File: src/rtl/muldiv_unit.sv
// Iterative signed multiply/divide: radix-2 Booth multiplier and restoring divider
// sharing one counter, one working register pair and one FSM. Results land on hi/lo.
module muldiv_unit #(
  parameter int unsigned WIDTH = 32
) (
  input  logic             clk,
  input  logic             reset,
  input  logic             start,
  input  logic             op,
  input  logic [WIDTH-1:0] a,
  input  logic [WIDTH-1:0] b,
  output logic [WIDTH-1:0] hi,
  output logic [WIDTH-1:0] lo,
  output logic             busy,
  output logic             done,
  output logic             div_zero
);

  localparam int unsigned CntW = $clog2(WIDTH + 1);

  typedef enum logic [1:0] {StIdle, StMult, StDiv, StFinish} state_e;

  state_e           state_q, state_d;
  logic [CntW-1:0]  cnt_q, cnt_d;
  logic [WIDTH-1:0] acc_q, acc_d, quo_q, quo_d, opnd_q, opnd_d;
  logic [WIDTH-1:0] hi_q, hi_d, lo_q, lo_d;
  logic             xbit_q, xbit_d, op_q, op_d, dz_q, dz_d;
  logic             neg_quo_q, neg_quo_d, neg_rem_q, neg_rem_d;
  logic             done_q, done_d, div_zero_q, div_zero_d;
  logic             accept;
  logic [WIDTH-1:0] a_mag, b_mag;
  logic [WIDTH:0]   booth_sum, rem_shift, rem_trial;

  assign accept = start && (state_q == StIdle || state_q == StFinish);
  assign a_mag  = a[WIDTH-1] ? -a : a;
  assign b_mag  = b[WIDTH-1] ? -b : b;

  // Booth step on a sign-extended accumulator so subtracting -2^(W-1) cannot overflow.
  always_comb begin
    case ({quo_q[0], xbit_q})
      2'b01:   booth_sum = {acc_q[WIDTH-1], acc_q} + {opnd_q[WIDTH-1], opnd_q};
      2'b10:   booth_sum = {acc_q[WIDTH-1], acc_q} - {opnd_q[WIDTH-1], opnd_q};
      default: booth_sum = {acc_q[WIDTH-1], acc_q};
    endcase
  end

  assign rem_shift = {acc_q, quo_q[WIDTH-1]};
  assign rem_trial = rem_shift - {1'b0, opnd_q};

  always_comb begin
    state_d = state_q;
    unique case (state_q)
      StIdle, StFinish: begin
        if (start) begin
          if (!op)           state_d = StMult;
          else if (b == '0)  state_d = StFinish;
          else               state_d = StDiv;
        end else begin
          state_d = StIdle;
        end
      end
      StMult, StDiv: if (cnt_q == CntW'(1)) state_d = StFinish;
      default:       state_d = StIdle;
    endcase
  end

  always_comb begin
    cnt_d      = cnt_q;
    acc_d      = acc_q;
    quo_d      = quo_q;
    xbit_d     = xbit_q;
    opnd_d     = opnd_q;
    op_d       = op_q;
    dz_d       = dz_q;
    neg_quo_d  = neg_quo_q;
    neg_rem_d  = neg_rem_q;
    hi_d       = hi_q;
    lo_d       = lo_q;
    div_zero_d = div_zero_q;
    done_d     = (state_q == StFinish);

    if (accept) begin
      op_d       = op;
      dz_d       = op && (b == '0);
      neg_quo_d  = a[WIDTH-1] ^ b[WIDTH-1];
      neg_rem_d  = a[WIDTH-1];
      cnt_d      = CntW'(WIDTH);
      acc_d      = '0;
      xbit_d     = 1'b0;
      quo_d      = op ? a_mag : b;
      opnd_d     = op ? b_mag : a;
      div_zero_d = 1'b0;
    end else if (state_q == StMult) begin
      acc_d  = booth_sum[WIDTH:1];
      quo_d  = {booth_sum[0], quo_q[WIDTH-1:1]};
      xbit_d = quo_q[0];
      cnt_d  = cnt_q - CntW'(1);
    end else if (state_q == StDiv) begin
      if (!rem_trial[WIDTH]) begin
        acc_d = rem_trial[WIDTH-1:0];
        quo_d = {quo_q[WIDTH-2:0], 1'b1};
      end else begin
        acc_d = rem_shift[WIDTH-1:0];
        quo_d = {quo_q[WIDTH-2:0], 1'b0};
      end
      cnt_d = cnt_q - CntW'(1);
    end

    // Result write-back; a div-by-zero flag being reported wins over a same-edge clear.
    if (state_q == StFinish) begin
      if (dz_q) begin
        div_zero_d = 1'b1;
      end else if (op_q) begin
        lo_d = neg_quo_q ? -quo_q : quo_q;
        hi_d = neg_rem_q ? -acc_q : acc_q;
      end else begin
        hi_d = acc_q;
        lo_d = quo_q;
      end
    end
  end

  always_ff @(posedge clk) begin
    if (reset) begin
      state_q    <= StIdle;
      cnt_q      <= '0;
      acc_q      <= '0;
      quo_q      <= '0;
      xbit_q     <= 1'b0;
      opnd_q     <= '0;
      op_q       <= 1'b0;
      dz_q       <= 1'b0;
      neg_quo_q  <= 1'b0;
      neg_rem_q  <= 1'b0;
      hi_q       <= '0;
      lo_q       <= '0;
      done_q     <= 1'b0;
      div_zero_q <= 1'b0;
    end else begin
      state_q    <= state_d;
      cnt_q      <= cnt_d;
      acc_q      <= acc_d;
      quo_q      <= quo_d;
      xbit_q     <= xbit_d;
      opnd_q     <= opnd_d;
      op_q       <= op_d;
      dz_q       <= dz_d;
      neg_quo_q  <= neg_quo_d;
      neg_rem_q  <= neg_rem_d;
      hi_q       <= hi_d;
      lo_q       <= lo_d;
      done_q     <= done_d;
      div_zero_q <= div_zero_d;
    end
  end

  assign hi       = hi_q;
  assign lo       = lo_q;
  assign busy     = (state_q == StMult) || (state_q == StDiv);
  assign done     = done_q;
  assign div_zero = div_zero_q;

endmodule
File: config.mk
export PLATFORM = sky130hd
export DESIGN_NAME = muldiv_unit
export DESIGN_NICKNAME = d
export VERILOG_FILES = /design/src/rtl/muldiv_unit.sv
export SDC_FILE = /design/constraint.sdc
export NUM_CORES = 1
export LEC_CHECK = 0
export CORE_MARGIN = 8
export CORE_UTILIZATION = 52
export CTS_BUF_LIST = sky130_fd_sc_hd__clkbuf_16
export CTS_CLUSTER_SIZE = 40
export DETAILED_ROUTE_END_ITERATION = 16
export DONT_BUFFER_PORTS = 1
export GPL_ROUTABILITY_DRIVEN = 0
export PLACE_DENSITY = 0.67
export REMOVE_ABC_BUFFERS = 1
export SLEW_MARGIN = 20
export SYNTH_ARGS = -nofsm -noshare
export SYNTH_HDL_FRONTEND = slang
export SYNTH_SLANG_ARGS = --single-unit
File: constraint.sdc
create_clock -name clk -period 5.8 [get_ports clk]
set_input_delay 0 -clock clk [delete_from_list [all_inputs] [get_ports clk]]
set_output_delay 0 -clock clk [all_outputs]
set_load 0.1 [all_outputs]
# After elaboration in Yosys (flattened, before gate mapping)
# Index checks and enable logic that the tools add are counted.
[classes]
n_addsub = 8
eq_ne = 8
n_mux = 27
bitwise_logic = 2
reduce_logical = 13
[ops]
columns = ["operator", "n"]
rows = [
  ["$mux 32", 14],
  ["$neg 32->32", 4],
  ["$pmux 33 s2", 1],
  ["$add 32x32->33", 1],
  ["$sub 32x32->33", 1],
  ["$sub 33x32->33", 1],
  ["$logic_not 32->1", 1],
  ["$mux 6", 3],
  ["$eq 2x2->1 const B", 3],
  ["$eq 6x1->1 const B", 1],
  ["$mux 2", 3],
  ["$reduce_or 2->1", 3],
  ["$sub 6x1->6 const B", 1],
  ["$mux 1", 5],
  ["$eq 2x1->1 const B", 2],
  ["$pmux 2 s2", 1],
  ["$reduce_and 2->1", 2],
  ["$ne 3x1->1 const B", 1],
  ["$reduce_bool 3->1", 1],
  ["$logic_and 1x1->1", 2],
  ["$logic_not 2->1", 1],
  ["$logic_or 1x1->1", 2],
  ["$ne 2x2->1 const B", 1],
  ["$reduce_bool 2->1", 1],
  ["other kinds (2)", 2],
]
[totals]
reg_bits = 175
inputBits = 68
out_inout_bits = 67
elab_cells = 74

# Depth between registers and ports, before layout
[logic_depth]
word_depth = 6
mapped_depth = 19
mapped_depth_nobuf = 17

# Worst setup path before layout
# No wires, ideal clock.
[synth_path]
kind = "register to register"
from = "register opnd_q[2]"
to = "register acc_q[28]"
setup_time_ns = 0.116
arrival_ns = 3.934
t_required_ns = 5.684
path_slack_ns = 1.750
path_stages_with_launch = 18
n_path_buf = 1
period_less_slack_ns = 4.050
cell_sequence = "dfxtp_1 > or3_1 > nor4_1 > and3_1 > and3_1 > a21oi_1 > xnor2_1 > ha_1 > clkbuf_1 > nand2_1 > or3_1 > a311oi_1 > a21bo_2 > a31oi_1 > a211oi_1 > mux2i_1 > o21ai_0 > a31o_2"
[synth_between]
elab_chain_cells = 4
word_cells_on_any_way = 7
classes_between = "3 x add/sub; 4 x mux"
[synth_rtl]
columns = ["element", "line_no", "source"]
rows = [
  ["start, declared", "25", "logic [WIDTH-1:0] acc_q, acc_d, quo_q, quo_d, opnd_q, opnd_d;"],
  ["start signal, assigned", "145", "opnd_q <= opnd_d;"],
  ["$sub 33x32->33", "48", "assign rem_trial = rem_shift - {1'b0, opnd_q};"],
  ["$mux 32", "99", "if (!rem_trial[WIDTH]) begin"],
  ["$mux 32", "98", "end else if (state_q == StDiv) begin"],
  ["$mux 32 (*)", "93", "end else if (state_q == StMult) begin"],
  ["end signal, assigned", "127", "acc_q <= '0;"],
  ["end signal, assigned", "142", "acc_q <= acc_d;"],
  ["end, declared", "25", ""],
]
# Mark *: on every way between the ends. The rest lies on a longest branch, timed or not. The select of a mux whose other input is x is not followed.
# A chain may end at the register's enable or synchronous reset.

# Worst setup path after layout
# Ends and elaborated chain as after synthesis.

==> flow_summary.toml <==
[clock_network]
cts_made_buffers = 17
cts_root_buffer = "clkbuf_16"
cts_tree = "built"
clock_latency_ps = 440
clkTransAtPathRegs_ps = 80
cts_resized = 0
clock_path_buffers = 2
cts.htree.levels = 4
clock-sinks = 175
post-cts-setup-buffer-count = 0
cts_hold_buf = 91

[synthesis]
netlist_area_um2 = 14980
avgSynthCellArea_um2 = 7.337
ys_seq_area_share_pct = 23.39
ys_seq_elements = 175
synth_edf_count = 0
synth_ff_type = "dfxtp_1"
synthDistinctLibCells = 79
syn_inst = 2041
yosysWarnings = 0
synthArstFlopShare_pct = 0

[worst_setup_path]
crit_chain = "or3_1 > nor4_1 > and3_1 > and3_1 > a21oi_1 > xnor2_1 > ha_1 > nand2_1 > or3_1 > a311oi_1 > a21bo_2 > a31oi_1 > a211oi_1 > mux2i_1 > o21ai_0 > a31o_2"
critical-path-max-stage-delay_ps = 470
r2r_cells = 16
end_kind = "register"
reg2reg_from = "opnd_q[2]$_SDFFE_PP0P_"
r2r_setup_slack_ps = 1180
worstPathRequired_ps = 6130
cp_slowest_cell = "nor4_1"
worst_r2r_endpoint = "acc_q[28]$_SDFFE_PP0N_"
cp.arrival_ps = 4950
crit_fanout = 7
start_kind = "register"
criticalPathCategory = "reg -> reg"

[power]
ir_worst_vdd_uv = 332.3
power.internal_mw = 5.282
p_leak_nw = 6.278
netSwitchingPower_mw = 6.314
power_frac_clock_pct = 10.5
p_seq_share_pct = 21.7
combinationalPowerShare_pct = 67.8
sw_frac_of_total_pct = 54.45
power.density_nw_per_um2 = 699.1

[global_routing]
grt_pass1_wl_um = 76970
antenna_found_initial = 0
overflow = 0
grt.total_usage_pct = 27.72
grt_pass1_vias = 14415
grt_max_degree = 139

[routing]
dr.pass1.iters = 6
drt-initial-drc-count = 1585
dr_total_vias = 15300
drcViolationCount = 0
drt-vias-per-instance = 6.330
wl_um = 48120
ant_nets = 0
wire_per_inst_um = 19.91

[worst_hold_path]
min_from = "b[31]"
hold_class = "in -> reg"
hold_depth = 5
hold_end = "opnd_q[24]$_SDFFE_PP0P_"

[status]
outcome = "complete, no violations"

[placed_design]
io_buffer_count = 0
placed_cells = 2293
placed_area_um2 = 15010
hpwl_um = 33760

[finish]
final_nets = 2165
area_delta_synth_final_pct = 10.75
fill_cells = 2718
drive_gt1_share_pct = 4.525
fin_area_um2 = 16590
layout_commonest_cell = "nor2_1"
layout_common_cells = "nor2_1, a21oi_1, dfxtp_1"
antenna_cells = 0
finalNonFillerCells = 2417

[sta]
max_freq_ghz = 0.2166
post-route-period-util_pct = 79.61
rsz0062_at_grt = "false"
setup_violations = 0
timing.slew.headroom_pct = 32.80
worst_pin_slew_ps = 1008
drv_slew = 0
period_needed_ps = 4617
fin_setup_tns_ps = 0
clock_skew_ps = 19.45
hold_violations = 0

[floorplanning]
ioPinCount = 135
die_area_um2 = 34490
die_h_um = 185.7
die_w_um = 185.7
num_rows = 62
start_util_pct = 52.46
core_area_um2 = 28550

[job]
cap_violations = 0
-- worst max-delay path: cells and delay by family, from the launching register on --
kind / cells / cell delay, ps
AOI/OAI and AO/OA: 7 / 1570
xor gates and xnor gates: 1 / 160
muxes: 1 / 170
and+or+nand+nor: 6 / 1890
DFF: 1 / 350
adders and majority gates: 1 / 400
-- metrics by stage --
| stage | hold slack (ps) | power (mW) | setup slack [ps] | util [%] |
|---|---|---|---|---|
| after global placement | 90.72 | 9.939 | 1262 | 52.59 |
| after global routing | 12.51 | 12.51 | 751.2 | 58.10 |
| final | 7.054 | 11.60 | 1183 | 58.10 |
| after detailed placement | 90.99 | 10.09 | 1215 | 52.59 |
| after CTS | 0.005801 | 11.45 | 1221 | 58.01 |
| after floorplan | 69.07 | 8.235 | 953.1 | - |
-- synthesized netlist by cell type, types with 42 or more instances --
master / number / area [um2]
nor2_1: 265 / 994.7
dfxtp_1: 175 / 3503
ha_1: 75 / 938.4
inv_1: 86 / 322.8
xnor2_1: 101 / 884.6
nand2_1: 148 / 555.5
nor3_1: 60 / 300.3
clkbuf_1: 119 / 446.7
a21o_1: 42 / 315.3
a21oi_1: 206 / 1031
a211oi_1: 86 / 645.6
xor2_1: 89 / 779.5
o21ai_0: 102 / 510.5
-- cells by family after synthesis --
family	Yosys count	synth area share [%]
AND/OR/NAND/NOR	665	20.97
flip-flops	175	23.39
multiplexers	31	2.122
AO/OA/AOI/OAI	669	29.83
adder cells (fa/ha/maj)	77	6.534
XOR/XNOR	190	11.11
buffers and inverters	234	6.041
-- flip-flops by register name, summed over array words and instances, names as in the netlist, 2 cells and up --
register  cells
opnd_q       32
cnt_q         6
state_q       2
hi           32
acc_q        32
lo           32
quo_q        32
-- power by group through the flow --
stage | Combinational, mW | Clock, mW | Sequential [mW]
floorplan | 5.90 | 0 | 2.33
global placement | 7.44 | 0 | 2.50
detailed placement | 7.57 | 0 | 2.52
CTS | 7.72 | 1.23 | 2.50
global route | 8.66 | 1.28 | 2.58
finish | 7.86 | 1.22 | 2.52
-- how the worst max path moves through the flow --
stage,startpoint,to,depth (start not counted)
6_report,opnd_q[2]$_SDFFE_PP0P_,acc_q[28]$_SDFFE_PP0N_,16
5_1_grt,opnd_q[2]$_SDFFE_PP0P_,acc_q[28]$_SDFFE_PP0N_,16
4_1_cts,opnd_q[2]$_SDFFE_PP0P_,acc_q[28]$_SDFFE_PP0N_,16
2_1_floorplan,state_q[0]$_SDFFE_PP0P_,hi[16]$_SDFFE_PP0P_,4
3_3_place_gp,opnd_q[2]$_SDFFE_PP0P_,acc_q[28]$_SDFFE_PP0N_,16
3_5_place_dp,opnd_q[2]$_SDFFE_PP0P_,acc_q[28]$_SDFFE_PP0N_,16
-- final cells by class --
cell class	count	area [um2]	area share [%]
Multi-Input combinational cell	1632	10590	63.86
Sequential cell	175	3503	21.12
Timing Repair Buffer	108	1086	6.548
Tap cell	384	480.5	2.897
Clock buffer	17	425.4	2.565
Inverter	86	322.8	1.946
Clock inverter	15	176.4	1.064
-- per-layer routing --
metal  vias up  global-route usage (%)  part of all wire [%]
li1       7383                       -                     -
met2       688                   43.97                    45
met1      7113                   35.94                    42
met5         -                       0                     0
met3       116                   6.305                   9.9
met4         0                   11.08                   3.6
(Power assumes the default switching activity.)
